<file path="src/rtl/if_else_branch_sequencer.sv">
// if_else_branch_sequencer: launches the then- or else-unit on (input_bit == 0) and registers its result, with a watchdog.
module if_else_branch_sequencer #(
  parameter int WIDTH    = 32,
  parameter int MAX_WAIT = 16
) (
  input  logic             clk,
  input  logic             reset,
  input  logic             start,
  input  logic [31:0]      input_bit,
  output logic             then_start,
  input  logic             then_valid,
  input  logic [WIDTH-1:0] then_result,
  output logic             else_start,
  input  logic             else_valid,
  input  logic [WIDTH-1:0] else_result,
  output logic [WIDTH-1:0] segment_0,
  output logic             valid,
  output logic             busy,
  output logic             timeout
);
  typedef enum logic [1:0] {IDLE, LAUNCH, WAIT, DONE} state_t;
  state_t state;
  logic sel;
  logic [7:0] cnt;
  logic sel_valid;
  logic [WIDTH-1:0] sel_result;
  logic is_zero;
  always_comb begin
    sel_valid  = sel ? then_valid : else_valid;
    sel_result = sel ? then_result : else_result;
    is_zero    = input_bit == 32'd0;
  end
  always_ff @(posedge clk or negedge reset) begin
    if (!reset) begin
      state      <= IDLE;
      sel        <= 1'b0;
      cnt        <= 8'd0;
      then_start <= 1'b0;
      else_start <= 1'b0;
      valid      <= 1'b0;
      busy       <= 1'b0;
      timeout    <= 1'b0;
      segment_0  <= '0;
    end else begin
      then_start <= 1'b0;
      else_start <= 1'b0;
      valid      <= 1'b0;
      case (state)
        IDLE, DONE: begin
          if (start) begin
            state      <= LAUNCH;
            sel        <= is_zero;
            cnt        <= 8'd0;
            timeout    <= 1'b0;
            busy       <= 1'b1;
            then_start <= is_zero;
            else_start <= !is_zero;
          end else begin
            state <= IDLE;
          end
        end
        LAUNCH: state <= WAIT;
        WAIT: begin
          cnt <= cnt + 8'd1;
          if (sel_valid || cnt == 8'(MAX_WAIT - 1)) begin
            state     <= DONE;
            valid     <= 1'b1;
            busy      <= 1'b0;
            timeout   <= !sel_valid;
            segment_0 <= sel_valid ? sel_result : '0;
          end
        end
      endcase
    end
  end
endmodule

</file>
<file path="config.mk">
export PLATFORM = sky130hd
export DESIGN_NAME = if_else_branch_sequencer
export DESIGN_NICKNAME = d
export VERILOG_FILES = /design/src/rtl/if_else_branch_sequencer.sv
export SDC_FILE = /design/constraint.sdc
export NUM_CORES = 1
export LEC_CHECK = 0
export ABC_AREA = 1
export BUFFER_PORTS_ARGS = -buffer_cell sky130_fd_sc_hd__buf_2
export CAP_MARGIN = 20
export CORE_MARGIN = 2
export CORE_UTILIZATION = 44
export DETAILED_ROUTE_END_ITERATION = 16
export PLACE_DENSITY = 0.8
export REMOVE_ABC_BUFFERS = 1
export SYNTH_ARGS = -nofsm -noshare
export SYNTH_HDL_FRONTEND = slang
export SYNTH_SLANG_ARGS = --single-unit
</file>
<file path="constraint.sdc">
create_clock -name clk -period 1.5 [get_ports clk]
set_input_delay 0.075 -clock clk [delete_from_list [all_inputs] [get_ports clk]]
set_output_delay 0.075 -clock clk [all_outputs]
set_load 0.1 [all_outputs]
</file>
## Yosys cells after proc, flatten, opt, wreduce, memory -nomap -nowiden

Cells that the tools add are included.

| word-level totals | value |
|---|---|
| output and inout port bits | 37 |
| bits in registers | 48 |
| logic and storage cells | 47 |

| cells by class | value |
|---|---|
| reduce and logical (&&, ||, !) cells | 11 |
| equal/unequal tests | 6 |
| multiplexer cells | 20 |
| add/subtract/negate cells | 1 |

Operator list:

| kind | number |
|---|---|
| $mux W32 | 2 |
| $logic_not A32 Y1 | 1 |
| $pmux W8 S2 | 1 |
| $mux W1 | 12 |
| $add A8 B1 Y8 const B | 1 |
| $eq A8 B4 Y1 const B | 1 |
| $mux W8 | 1 |
| $pmux W2 S3 | 1 |
| $reduce_and A2 Y1 | 3 |
| $eq A2 B2 Y1 const B | 2 |
| $ne A2 B2 Y1 const B | 2 |
| $pmux W1 S2 | 2 |
| $reduce_and A3 Y1 | 1 |
| $eq A2 B1 Y1 const B | 1 |
| $logic_not A1 Y1 | 2 |
| $logic_not A2 Y1 | 1 |
| $mux W2 | 1 |
| $reduce_bool A2 Y1 | 1 |
| $reduce_or A2 Y1 | 1 |
| $logic_or A1 B1 Y1 | 1 |

## Depth between registers and ports, before layout

Gate-level depths: netlist of the first run.

| logic depth | value |
|---|---|
| depth after elaboration | 4 |
| mapped depth | 10 |

## Worst setup path before layout of the first run

No wires, ideal clock.

| timing | value |
|---|---|
| path type | reg-to-reg |
| start | reg state[1] |
| end | reg busy |
| data required time | 1.378 ns |
| clock period less this slack | 1.363 ns |
| data arrival time | 1.241 ns |
| path slack | 0.137 ns |
| library setup time | 0.122 ns |
| stages on the path, launching flop included | 8 |
| cell sequence | dfrtp_1 > ha_1 > nand2_1 > o21ai_2 > buf_4 > nand2_1 > nand2_1 > nand2_1 |

| on the way | value |
|---|---|
| longest elaborated chain between the ends | 4 |

RTL lines:

| element | line | RTL |
|---|---|---|
| from (decl) | 22 | `state_t state;` |
| from (signal assigned) | 35 | `state <= IDLE;` |
| from (signal assigned) | 51 | `state <= LAUNCH;` |
| from (signal assigned) | 59 | `state <= IDLE;` |
| $eq A2 B2 Y1 or $logic_not A2 Y1 (tied branches) | 48 | `case (state)` |
| $reduce_or A2 Y1 | 48 |  |
| $ne A2 B2 Y1 (no line) or $reduce_bool A2 Y1 (tied branches) | -- |  |
| $reduce_and A3 Y1 (no line) | -- |  |
| to (signal assigned) | 41 | `busy <= 1'b0;` |
| to (signal assigned) | 55 | `busy <= 1'b1;` |
| to (signal assigned) | 68 | `busy <= 1'b0;` |
| to (decl) | 18 | `output logic busy,` |

Parallel ways exist; a longest one is shown, timed or not.
A chain may end at the register's enable or synchronous reset.

## Worst setup path in the final report of the first run

| timing | value |
|---|---|
| start | reg cnt[0] |
| end | reg busy |

| on the way | value |
|---|---|
| longest elaborated chain between the ends | 4 |

RTL lines:

| element | line | RTL |
|---|---|---|
| from (decl) | 24 | `logic [7:0] cnt;` |
| from (signal assigned) | 64 | `cnt <= cnt + 8'd1;` |
| $eq A8 B4 Y1 | 65 | `if (sel_valid \|\| cnt == 8'(MAX_WAIT - 1)) begin` |
| $logic_or A1 B1 Y1 | 65 |  |
| $ne A2 B2 Y1 (no line) | -- |  |
| $reduce_and A3 Y1 (no line) | -- |  |

Every way passes these cells.

==> parameters.txt, run 1 <==
Parameter                              Value

Floorplanning
  Initial core utilization    0.451
  Die X-Extent    78.7 µm
  Chip Height    just under 80 µm
  Site row count    27
  I/O pin cnt    138
  Core Area    0.00544 mm²
  Area enclosed by the die boundary    slightly above 0.006 mm²

STA
  Pin slew with the least headroom to its limit    between 500 and 600 ps
  Min Hold Slack    around 37 ps
  Peak clock frequency supported by timing    around 690 MHz
  Ratio of final minimum period to clock period    0.965
  Clock period minus worst slack    about 1400 ps
  Slew Limit Fails    0
  Number of endpoints failing setup at the final stage    0
  Worst clock skew on the final layout    around 12 ps
  Final hold violations    0
  Max-Slew Margin vs Limit    0.668
  TNS Setup    0 ps

Outcome
  Status    finished clean

Critical path
  Endpoint type of the worst setup path    flip-flop
  Most numerous cell on the critical path    nand2_2
  CP Data Required Time    roughly 1700 ps
  Element type at the critical path start    flip-flop
  Worst setup path category    flip-flop to flip-flop
  Critical path's largest stage delay    390 ps
  Cell with the largest stage delay on the worst path    dfrtp_1
  Register-to-Register Setup Slack    approximately 53 ps
  Data arrival time of the worst path    1640 ps
  Cell breakdown of the critical path    ha_2, nand2_2, nor2_4, nand3_2, buf_4, nand2_2, nand2_2, nand2_1, nand2_1
  Critical Path Fanout Max    4

Clocking
  CTS buffer count    5
  Clock slew seen by the registers of the worst setup and hold paths    roughly 90 ps
  Largest buffer count on any clock path    2
  Clock network latency to the later pin of the worst-skew pair    ~300 ps
  Number of levels in the clock H-tree    2
  CTS tree    yes
  Count of clock tree sinks    48
  CTS Root Buffer Type    clkbuf_8

Route
  Residual DRC    0
  First-pass iteration count of the detailed router    4
  Number of antenna-violating nets in the routed design    0
  Via count of the routed design    2,416
  Number of DRC markers in iteration 0    119
  Avg WL per Cell    12.6 µm
  Total wire length after detailed routing    6300 µm
  Vias per inst    a little under 5

Synth
  Cells after Synth    273
  Area share of the largest cell type after synthesis    0.490
  FF+latch count, synth    48
  Cell taking the most area after synthesis    dfrtp_1
  Number of different library cells in the post-synthesis netlist    21
  Ranking of synthesized cells by area    dfrtp_1, mux2i_1, nand2_1
  Cell area after synthesis    about 0.0025 mm²
  Sequential share of the synthesized area    0.490
  Post-synthesis average cell area    between 8 and 9 µm²
  Synth warnings    0

Global route
  Global Route Usage Sum    0.199
  First-pass GRT wire length    9740 µm
  Maximum number of pins on one net before global-route repair    34
  Vias in the first global route    2,318
  Sum of overflow across all layers after global routing    0
  Antenna violations before repair    0

Power and ir drop
  Maximum ir drop on the vdd rail    ~0.0015 V
  Leak    between 1.5 and 2 nW
  Power density normalized to cell area    ~2500 mW/mm²

Layout
  Post-layout nets    528
  Filler cell count in the final layout    roughly 460
  Fraction of layout instances using a drive strength above 1    0.451
  Number of diodes added for antenna fixing    0
  Area grow syn2layout    40.7%
  Utilization after layout    0.634

Flow run
  Number of maximum-capacitance constraint violations    0

Placement
  DP HPWL    approximately 4700 µm
  Number of buffers inserted by port buffering    137
  GPL Wtd Cong    0.794

Hold path
  Worst min-delay path class    primary input to flip-flop
==> where the power goes <==
| part | total (mW) | internal [mW] | leakage (nW) | switching [mW] |
|---|---|---|---|---|
| combinational | 5.56 | 1.10 | 1.14 | 4.47 |
| clock | 0.810 | 0.377 | 0.0516 | 0.432 |
| sequential | 2.08 | 1.81 | 0.612 | 0.272 |
| total | 8.45 | 3.28 | 1.80 | 5.17 |
==> kinds of logic (layout without fill, tap and decap cells) <==
kind of cell / count (synthesis) / in the layout / share of synthesized area
and+or+nand+nor: 118 / 119 / 0.197
muxes: 32 / 32 / 0.131
AOI/OAI and AO/OA: 44 / 44 / 0.109
DFF: 48 / 48 / 0.490
adders and majority gates: 2 / 2 / 0.0102
buffers and inverters: 29 / 181 / 0.0638
==> worst max-delay path: cells and delay by family (launching register included) <==
family                     cells  cell delay (ps)
and+or+nand+nor                7              580
buffers and inverters          1              170
adders and majority gates      1              200
DFF                            1              390
==> Yosys cell counts <==
cell type / n
inv_1: 15
mux2i_1: 32
a21oi_1: 4
buf_2: 5
o21ai_2: 11
nand2_4: 1
ha_1: 2
dfrtp_1: 48
buf_6: 4
o21bai_1: 1
nor2_1: 29
o21a_1: 1
buf_4: 3
nand2_2: 3
nand3_1: 8
o21ai_1: 21
nand4_1: 3
nand2_1: 73
inv_2: 2
nor2_4: 1
o21ai_0: 6
==> per-layer routing <==
| metal | vias to the layer above | part of all wire | wire (µm) | track usage |
|---|---|---|---|---|
| met4 | 0 | 0.022 | 138 | 0.0789 |
| met5 | - | 0 | 0 | 0 |
| met3 | 13 | 0.065 | 407 | 0.0322 |
| met2 | 118 | 0.51 | 3210 | 0.370 |
| met1 | 1090 | 0.40 | 2540 | 0.226 |
| li1 | 1195 | - | - | - |
==> layout by cell type, fill, tap and decap left out, types with 2 or more instances in the layout <==
cell	netlist	final
o21ai_1	21	21
o21ai_0	6	6
inv_1	15	14
nand4_1	3	3
buf_2	5	138
nor2_1	29	29
nand3_1	8	7
nand2_1	73	68
nand2_4	1	2
inv_2	2	3
o21ai_2	11	11
mux2i_1	32	32
nand2_2	3	7
buf_4	3	15
dfrtp_1	48	47
clkbuf_8	0	6
a21oi_1	4	4
==> flip-flops by register name (all words and copies together), names as in the netlist <==
register / flops
segment_0: 32
cnt: 8
busy: 1
else_start: 1
then_start: 1
timeout: 1
valid: 1
state: 2
sel: 1
==> worst paths after layout <==
kind / from / end / cells past startpoint
max: cnt[0]$_DFFE_PN0P_ / busy$_DFFE_PN0P_ / 9
min: else_result[12] / segment_0[12]$_DFFE_PN0P_ / 3
max reg2reg: cnt[0]$_DFFE_PN0P_ / busy$_DFFE_PN0P_ / 9
min reg2reg: timeout$_DFFE_PN0P_ / timeout$_DFFE_PN0P_ / 2
min in group asynchronous: reset / then_start$_DFF_PN0_ / 2
max in group asynchronous: reset / segment_0[27]$_DFFE_PN0P_ / 3
==> cell type report <==
type | count | area (µm²) | share of cell area
flip-flops and latches | 48 | 1200 | 0.349
multi-input cells | 197 | 1150 | 0.334
repair buffers | 156 | 845 | 0.245
well taps | 72 | 90.1 | 0.0261
clock buffers | 6 | 82.6 | 0.0239
inverters | 17 | 63.8 | 0.0185
clock inverters | 2 | 13.8 | 0.00399
==> metrics by stage <==
step,instances,setup slack (ps),total power [mW],cell area (µm²)
finish,498,52.7,8.45,3450
global route,498,-58.7,8.87,3450
CTS,493,18.5,8.26,3370
detailed placement,484,11.1,7.39,3250
global placement,484,59.6,7.31,3250
floorplan,261,-751,6.30,2360
==> what timing repair did <==
action,CTS,global route
pin swaps,0,1
hold buffers,1,0
cloned,0,2
buffers inserted,0,3
hold endpoints to repair,14,0
gates resized for setup,2,10
endpoints found under the setup margin,13,40
No activity file was read; power rests on OpenSTA's default activity.
==> run 2, diff against run 1 <==
--- a/config.mk
+++ b/config.mk
@@ -10,7 +10,6 @@
 export CAP_MARGIN = 20
 export CORE_MARGIN = 2
-export CORE_UTILIZATION = 44
+export CORE_UTILIZATION = 30
 export DETAILED_ROUTE_END_ITERATION = 16
-export PLACE_DENSITY = 0.8
 export REMOVE_ABC_BUFFERS = 1
 export SYNTH_ARGS = -nofsm -noshare
==> constraint.sdc (replaced) <==
create_clock -name clk -period 1.5 [get_ports clk]
set_input_delay 0.075 -clock clk [delete_from_list [all_inputs] [get_ports clk]]
set_output_delay 0.075 -clock clk [all_outputs]
set_load 0.005 [all_outputs]
==> run 2 against run 1 <==
Count of clock-buffer cells in the layout down 1. Sequential power about the same. Total power decreased by 40%. Sequential share of layout area decreased by 0.26 points. Clock skew down 2.7 ps. Critical path depth is 2 lower. Die area increased by 44%. Via count down 2.1%. Wire length shrank 2.8%. Setup slack improved by 38 ps. Critical path type unchanged. Highest routed layer unchanged.
==> parameters.txt, run 2 (synthesis results as in run 1) <==
Parameter                              Value

Outcome
  Status    finished clean

STA
  Final worst slack    90.8 ps (+38.2 ps)
  Peak clock frequency supported by timing    710 MHz (+2.7%)
  Ratio of final minimum period to clock period    0.939 (-0.0255)
  Final hold violations    0 (unchanged)
  Number of endpoints failing setup at the final stage    0 (unchanged)
  Worst clock skew on the final layout    8.79 ps (-2.73 ps)
  Slew Limit Fails    0 (unchanged)
  Clock period minus worst slack    1410 ps (-38.2 ps)
  Setup repair after global routing missed its margin    no
  Max-Slew Margin vs Limit    0.777 (+0.109)
  Pin slew with the least headroom to its limit    335 ps (-167 ps)
  Min Hold Slack    43.1 ps (+6.36 ps)

Critical path
  Most numerous cell on the critical path    nand2_1
  Depth of the worst register-to-register path    7 (-2)
  Cell with the largest stage delay on the worst path    dfrtp_1
  Critical path's largest stage delay    370 ps (-20 ps)
  Critical Path Fanout Max    6 (+2)
  Total stage count of the critical path    7 (-2)
  Worst setup path category    flip-flop to flip-flop
  Register-to-Register Setup Slack    90 ps (+40 ps)
  CP Data Required Time    1700 ps (about the same)
  Element type at the critical path start    flip-flop
  Buf+Inv Stages, Crit Path    2 (+1)
  Data arrival time of the worst path    1610 ps (-30 ps)
  Crit-path leading delay family    flip-flops
  Cell breakdown of the critical path    inv_1, ha_4, o21ai_4, buf_6, nand2_1, nand2_1, nand2_1
  Endpoint type of the worst setup path    flip-flop

Floorplanning
  Site row count    32 (+19%)
  Chip Height    94.4 µm (+20%)
  Core Area    0.00781 mm² (+44%)
  Area enclosed by the die boundary    0.00891 mm² (+44%)
  Die X-Extent    94.4 µm (+20%)
  I/O pin cnt    138 (unchanged)
  Initial core utilization    0.314 (-0.137)

Power and ir drop
  Switching part of the total    0.367 (-0.245)
  Internal portion of total power    3.23 mW (-1.6%)
  Power density normalized to cell area    1470 mW/mm² (-40%)
  Sequential Power Share    0.405 (+0.159)
  Net switching power    1.87 mW (-64%)
  Leak    1.80 nW (about the same)
  Clock share of power    0.147 (+0.051)
  Combinational share of power    0.448 (-0.210)
  Maximum ir drop on the vdd rail    0.000630 V (-57%)

Route
  Residual DRC    0 (unchanged)
  Number of antenna-violating nets in the routed design    0 (unchanged)
  Total wire length after detailed routing    6120 µm (-2.8%)
  First-pass iteration count of the detailed router    4 (unchanged)
  Avg WL per Cell    11.6 µm (-8.0%)
  Vias per inst    4.50 (-7.3%)
  Via count of the routed design    2,365 (-2.1%)
  Number of DRC markers in iteration 0    52 (-56%)

Clocking
  Number of levels in the clock H-tree    2 (unchanged)
  CTS buffer count    5 (unchanged)
  CTS tree    yes
  Largest buffer count on any clock path    2 (unchanged)
  Count of clock tree sinks    48 (unchanged)
  CTS Root Buffer Type    clkbuf_8
  Clock network latency to the later pin of the worst-skew pair    300 ps (about the same)
  Clock slew seen by the registers of the worst setup and hold paths    90 ps (about the same)

Placement
  Number of buffers inserted by port buffering    137 (unchanged)
  GPL Wtd Cong    0.713 (-10%)
  Area of placed instances    0.00331 mm² (+1.7%)
  Placement Setup Slack    -108 ps (-119 ps)
  DP HPWL    4750 µm (+2.0%)

Hold path
  Worst min-delay path class    primary input to flip-flop
  Worst hold path cell count    3 (unchanged)

Layout
  Fraction of layout instances using a drive strength above 1    0.441 (-0.00967)
  Post-layout nets    526 (-0.38%)
  Area grow syn2layout    41.7%
  Number of flip-flops in the largest register    32 (unchanged)
  Commonest cells after routing, fill and taps aside    buf_2, nand2_1, dfrtp_1
  Reg area    0.00120 mm² (unchanged)
  Register with the most flip-flops    segment_0
  Leading registers by flop count    segment_0 (32), cnt (8), state (2)
  Area taken by multi-input logic gates    0.00113 mm² (-2.0%)
  Most common library cell in the layout ignoring fill and taps    buf_2
  Filler cell count in the final layout    798 (+72%)
  Number of diodes added for antenna fixing    0 (unchanged)
  Area of all placed cells without fillers    0.00348 mm² (+0.76%)

Global route
  Maximum number of pins on one net before global-route repair    25 (-26%)
  First-pass GRT wire length    9800 µm (+0.71%)
  Sum of overflow across all layers after global routing    0 (unchanged)
  Met2 routing resource usage after global routing    0.257 (-0.114)
  Global Route Usage Sum    0.139 (-0.0605)
  Vias in the first global route    2,283 (-1.5%)
  Antenna violations before repair    0 (unchanged)
  Met3 capacity usage during global routing    0.0263 (-0.00585)
  Layer with the highest usage    met2
  Met1 Resource Use GR    0.160 (-0.0664)

Flow run
  Number of maximum-capacitance constraint violations    0 (unchanged)
==> run 2: timing repair <==
item / 4_1_cts / 5_1_grt
hold endpoints to repair: 45 / 0
hold buffers: 1 / 0
buffers inserted: 2 / 2
gates resized for setup: 2 / 8
pin swaps: 1 / 1
endpoints found under the setup margin: 9 / 42
==> run 2: area by class of cell <==
cell class / count / area share
Multi-Input combinational cell: 196 / 0.325
Clock inverter: 3 / 0.00540
Inverter: 17 / 0.0184
Clock buffer: 5 / 0.0198
Sequential cell: 48 / 0.346
Timing Repair Buffer: 155 / 0.249
Tap cell: 102 / 0.0367
==> run 2: power groups by stage <==
stage | clock [mW] | combinational (mW) | sequential (mW)
2_1_floorplan | 0 | 1.00 | 2.12
3_3_place_gp | 0 | 2.01 | 2.08
3_5_place_dp | 0 | 2.07 | 2.09
4_1_cts | 0.794 | 2.18 | 2.06
5_1_grt | 0.845 | 2.58 | 2.15
6_report | 0.749 | 2.29 | 2.07
==> run 2: layer usage <==
metal	up-vias	routed length, µm
li1	1196	-
met1	1072	2540
met2	90	3080
met3	7	402
met4	0	89
met5	-	0
==> run 2: path summary, 6_finish.rpt <==
| path | startpoint | end |
|---|---|---|
| max in group asynchronous | reset | segment_0[27]$_DFFE_PN0P_ |
| min in group asynchronous | reset | then_start$_DFF_PN0_ |
| hold reg to reg | segment_0[1]$_DFFE_PN0P_ | segment_0[1]$_DFFE_PN0P_ |
| setup reg to reg | state[0]$_DFFE_PN0P_ | busy$_DFFE_PN0P_ |
| hold / removal | else_result[18] | segment_0[18]$_DFFE_PN0P_ |
| setup / recovery | state[0]$_DFFE_PN0P_ | busy$_DFFE_PN0P_ |
==> run 2: through the flow <==
step | utilization | cells | TNS [ps] | power [mW]
6_report | 0.445 | 526 | 0 | 5.10
5_1_grt | 0.445 | 526 | 0 | 5.57
4_1_cts | 0.440 | 524 | 0 | 5.03
3_5_place_dp | 0.424 | 513 | -475 | 4.16
3_3_place_gp | 0.424 | 513 | -110 | 4.09
2_1_floorplan | - | 261 | -25660 | 3.12
==> run 2: worst register-to-register path, cell delays in order (launching register included) <==
cell,delay (ps)
dfrtp_1,370
inv_1,120
ha_4,240
o21ai_4,240
buf_6,160
nand2_1,80
nand2_1,60
nand2_1,40
==> run 3, diff against run 2 <==
CTS_CLUSTER_SIZE = 8   (was not set)
MAX_ROUTING_LAYER = met4   (was not set)
==> run 3 against run 2 <==
Combinational power about the same. Via count is essentially flat. Non-clock buffer count unchanged. Worst hold slack about the same. First-iteration DRC count down 5.8%. Maximum frequency rose by 0.21%. Largest cell class unchanged. Critical endpoint unchanged. Count of clock-buffer cells in the layout stayed put. Wire length hardly changed. Flip-flop and latch count unchanged. Sequential power hardly changed.
==> parameters.txt, run 3 (synthesis results as in run 1) <==
Parameter                              Value

Outcome
  Status    finished clean

STA
  Min Hold Slack    43.0 ps (-0.0481 ps)
  Final hold violations    0 (unchanged)
  Peak clock frequency supported by timing    711 MHz (+0.21%)
  Ratio of final minimum period to clock period    0.937 (-0.00198)
  Clock period minus worst slack    1410 ps (-2.97 ps)
  Worst clock skew on the final layout    9.01 ps (+0.220 ps)
  Pin slew with the least headroom to its limit    335 ps (-0.0314 ps)
  Number of endpoints failing setup at the final stage    0 (unchanged)
  Setup repair after global routing missed its margin    no
  Slew Limit Fails    0 (unchanged)
  Max-Slew Margin vs Limit    0.777 (about the same)

Placement
  DP HPWL    4750 µm (unchanged)
  Number of buffers inserted by port buffering    137 (unchanged)
  GPL Wtd Cong    0.721 (+1.2%)

Clocking
  Count of clock tree sinks    48 (unchanged)
  Largest buffer count on any clock path    2 (unchanged)
  CTS buffer count    5 (unchanged)
  Clock slew seen by the registers of the worst setup and hold paths    90 ps (about the same)
  CTS Root Buffer Type    clkbuf_8
  Number of levels in the clock H-tree    2 (unchanged)
  Clock network latency to the later pin of the worst-skew pair    300 ps (about the same)
  CTS tree    yes

Critical path
  Critical path's largest stage delay    370 ps (about the same)
  CP Data Required Time    1700 ps (about the same)
  Most numerous cell on the critical path    nand2_1
  Buf+Inv Stages, Crit Path    2 (unchanged)
  Worst setup path category    flip-flop to flip-flop
  Crit-path leading delay family    flip-flops
  Endpoint type of the worst setup path    flip-flop
  Data arrival time of the worst path    1600 ps (about the same)
  Element type at the critical path start    flip-flop
  Critical Path Fanout Max    6 (unchanged)
  Cell breakdown of the critical path    inv_1, ha_4, o21ai_4, buf_6, nand2_1, nand2_1, nand2_1
  Cell with the largest stage delay on the worst path    dfrtp_1

Layout
  Filler cell count in the final layout    798 (unchanged)
  Reg area    0.00120 mm² (unchanged)
  Commonest cells after routing, fill and taps aside    buf_2, nand2_1, dfrtp_1
  Fraction of layout instances using a drive strength above 1    0.441 (unchanged)
  Area taken by multi-input logic gates    0.00113 mm² (unchanged)
  Number of flip-flops in the largest register    32 (unchanged)
  Leading registers by flop count    segment_0 (32), cnt (8), state (2)
  Post-layout nets    526 (unchanged)
  Number of diodes added for antenna fixing    0 (unchanged)
  Area grow syn2layout    41.7% (unchanged)
  Most common library cell in the layout ignoring fill and taps    buf_2
  Register with the most flip-flops    segment_0

Route
  Vias per inst    4.49 (about the same)
  Number of DRC markers in iteration 0    49 (-5.8%)
  Avg WL per Cell    11.6 µm (about the same)
  Residual DRC    0 (unchanged)
  Wl on met1    2540 µm (-0.16%)
  Met2 routed wirelength    3090 µm (+0.32%)
  Top routing layer in use    met4
  Amount of wire on met3 after detailed routing    396 µm (-1.5%)
  Number of antenna-violating nets in the routed design    0 (unchanged)
  First-pass iteration count of the detailed router    4 (unchanged)
  Via count of the routed design    2,363 (-0.085%)
  Total wire length after detailed routing    6120 µm (about the same)

Global route
  First-pass GRT wire length    9800 µm (unchanged)
  Antenna violations before repair    0 (unchanged)
  Vias in the first global route    2,283 (unchanged)
  Sum of overflow across all layers after global routing    0 (unchanged)
  Global Route Usage Sum    0.143 (+0.00406)
  Maximum number of pins on one net before global-route repair    25 (unchanged)

Floorplanning
  Area enclosed by the die boundary    0.00891 mm² (unchanged)
  I/O pin cnt    138 (unchanged)
  Core Area    0.00781 mm² (unchanged)
  Die X-Extent    94.4 µm (unchanged)
  Initial core utilization    0.314 (unchanged)
  Chip Height    94.4 µm (unchanged)
  Site row count    32 (unchanged)

Power and ir drop
  Power density normalized to cell area    1470 mW/mm² (about the same)
  Maximum ir drop on the vdd rail    0.000630 V (about the same)
  Final Total Pwr    5.10 mW (about the same)
  Leak    1.80 nW (unchanged)

Flow run
  Number of maximum-capacitance constraint violations    0 (unchanged)

Hold path
  Worst min-delay path class    primary input to flip-flop
## run 3: per-stage QoR
stage	cell area (µm²)	setup TNS, ps	util	setup slack [ps]	cells
floorplan	2360	-25660	-	-751	261
global placement	3310	-110	0.424	-56.9	513
detailed placement	3310	-475	0.424	-108	513
CTS	3430	0	0.440	7.06	524
global route	3480	0	0.445	0.158	526
finish	3480	0	0.445	93.8	526
## run 3: worst paths after layout
check                                         start                        end  slack, ps  depth (start not counted)
min in group asynchronous                     reset       then_start$_DFF_PN0_        200                          2
min reg2reg                segment_0[1]$_DFFE_PN0P_   segment_0[1]$_DFFE_PN0P_        480                          2
max reg2reg                    state[0]$_DFFE_PN0P_           busy$_DFFE_PN0P_         90                          7
max in group asynchronous                     reset  segment_0[27]$_DFFE_PN0P_        810                          3
min                                 else_result[18]  segment_0[18]$_DFFE_PN0P_         40                          3
max                            state[0]$_DFFE_PN0P_           busy$_DFFE_PN0P_         90                          7
## run 3: report_power, final
group / switching [mW] / leakage (nW) / internal, mW
clock: 0.424 / 0.0479 / 0.325
sequential: 0.257 / 0.612 / 1.81
combinational: 1.19 / 1.14 / 1.10
total: 1.87 / 1.80 / 3.23
## run 3: layout make-up
type	count	area share
clock buffers	5	0.0198
inverters	17	0.0184
clock inverters	3	0.00540
well taps	102	0.0367
multi-input cells	196	0.325
repair buffers	155	0.249
flip-flops and latches	48	0.346
## run 3: timing repair
action	in CTS	in global routing
setup endpoints to repair	9	42
resized for setup	2	8
setup buffers	2	2
hold endpoints to repair	45	0
hold buffers	1	0
pin swaps	1	1
## run 3: worst reg2reg max path, stage by stage, from the launching register on
cell	delay, ps
dfrtp_1	370
inv_1	110
ha_4	230
o21ai_4	240
buf_6	160
nand2_1	80
nand2_1	60
nand2_1	40
## run 3: per-layer routing
layer | track usage | vias to the layer above
met1 | 0.161 | 1070
li1 | - | 1196
met4 | 0.0483 | 0
met3 | 0.0247 | 7
met5 | - | -
met2 | 0.257 | 90
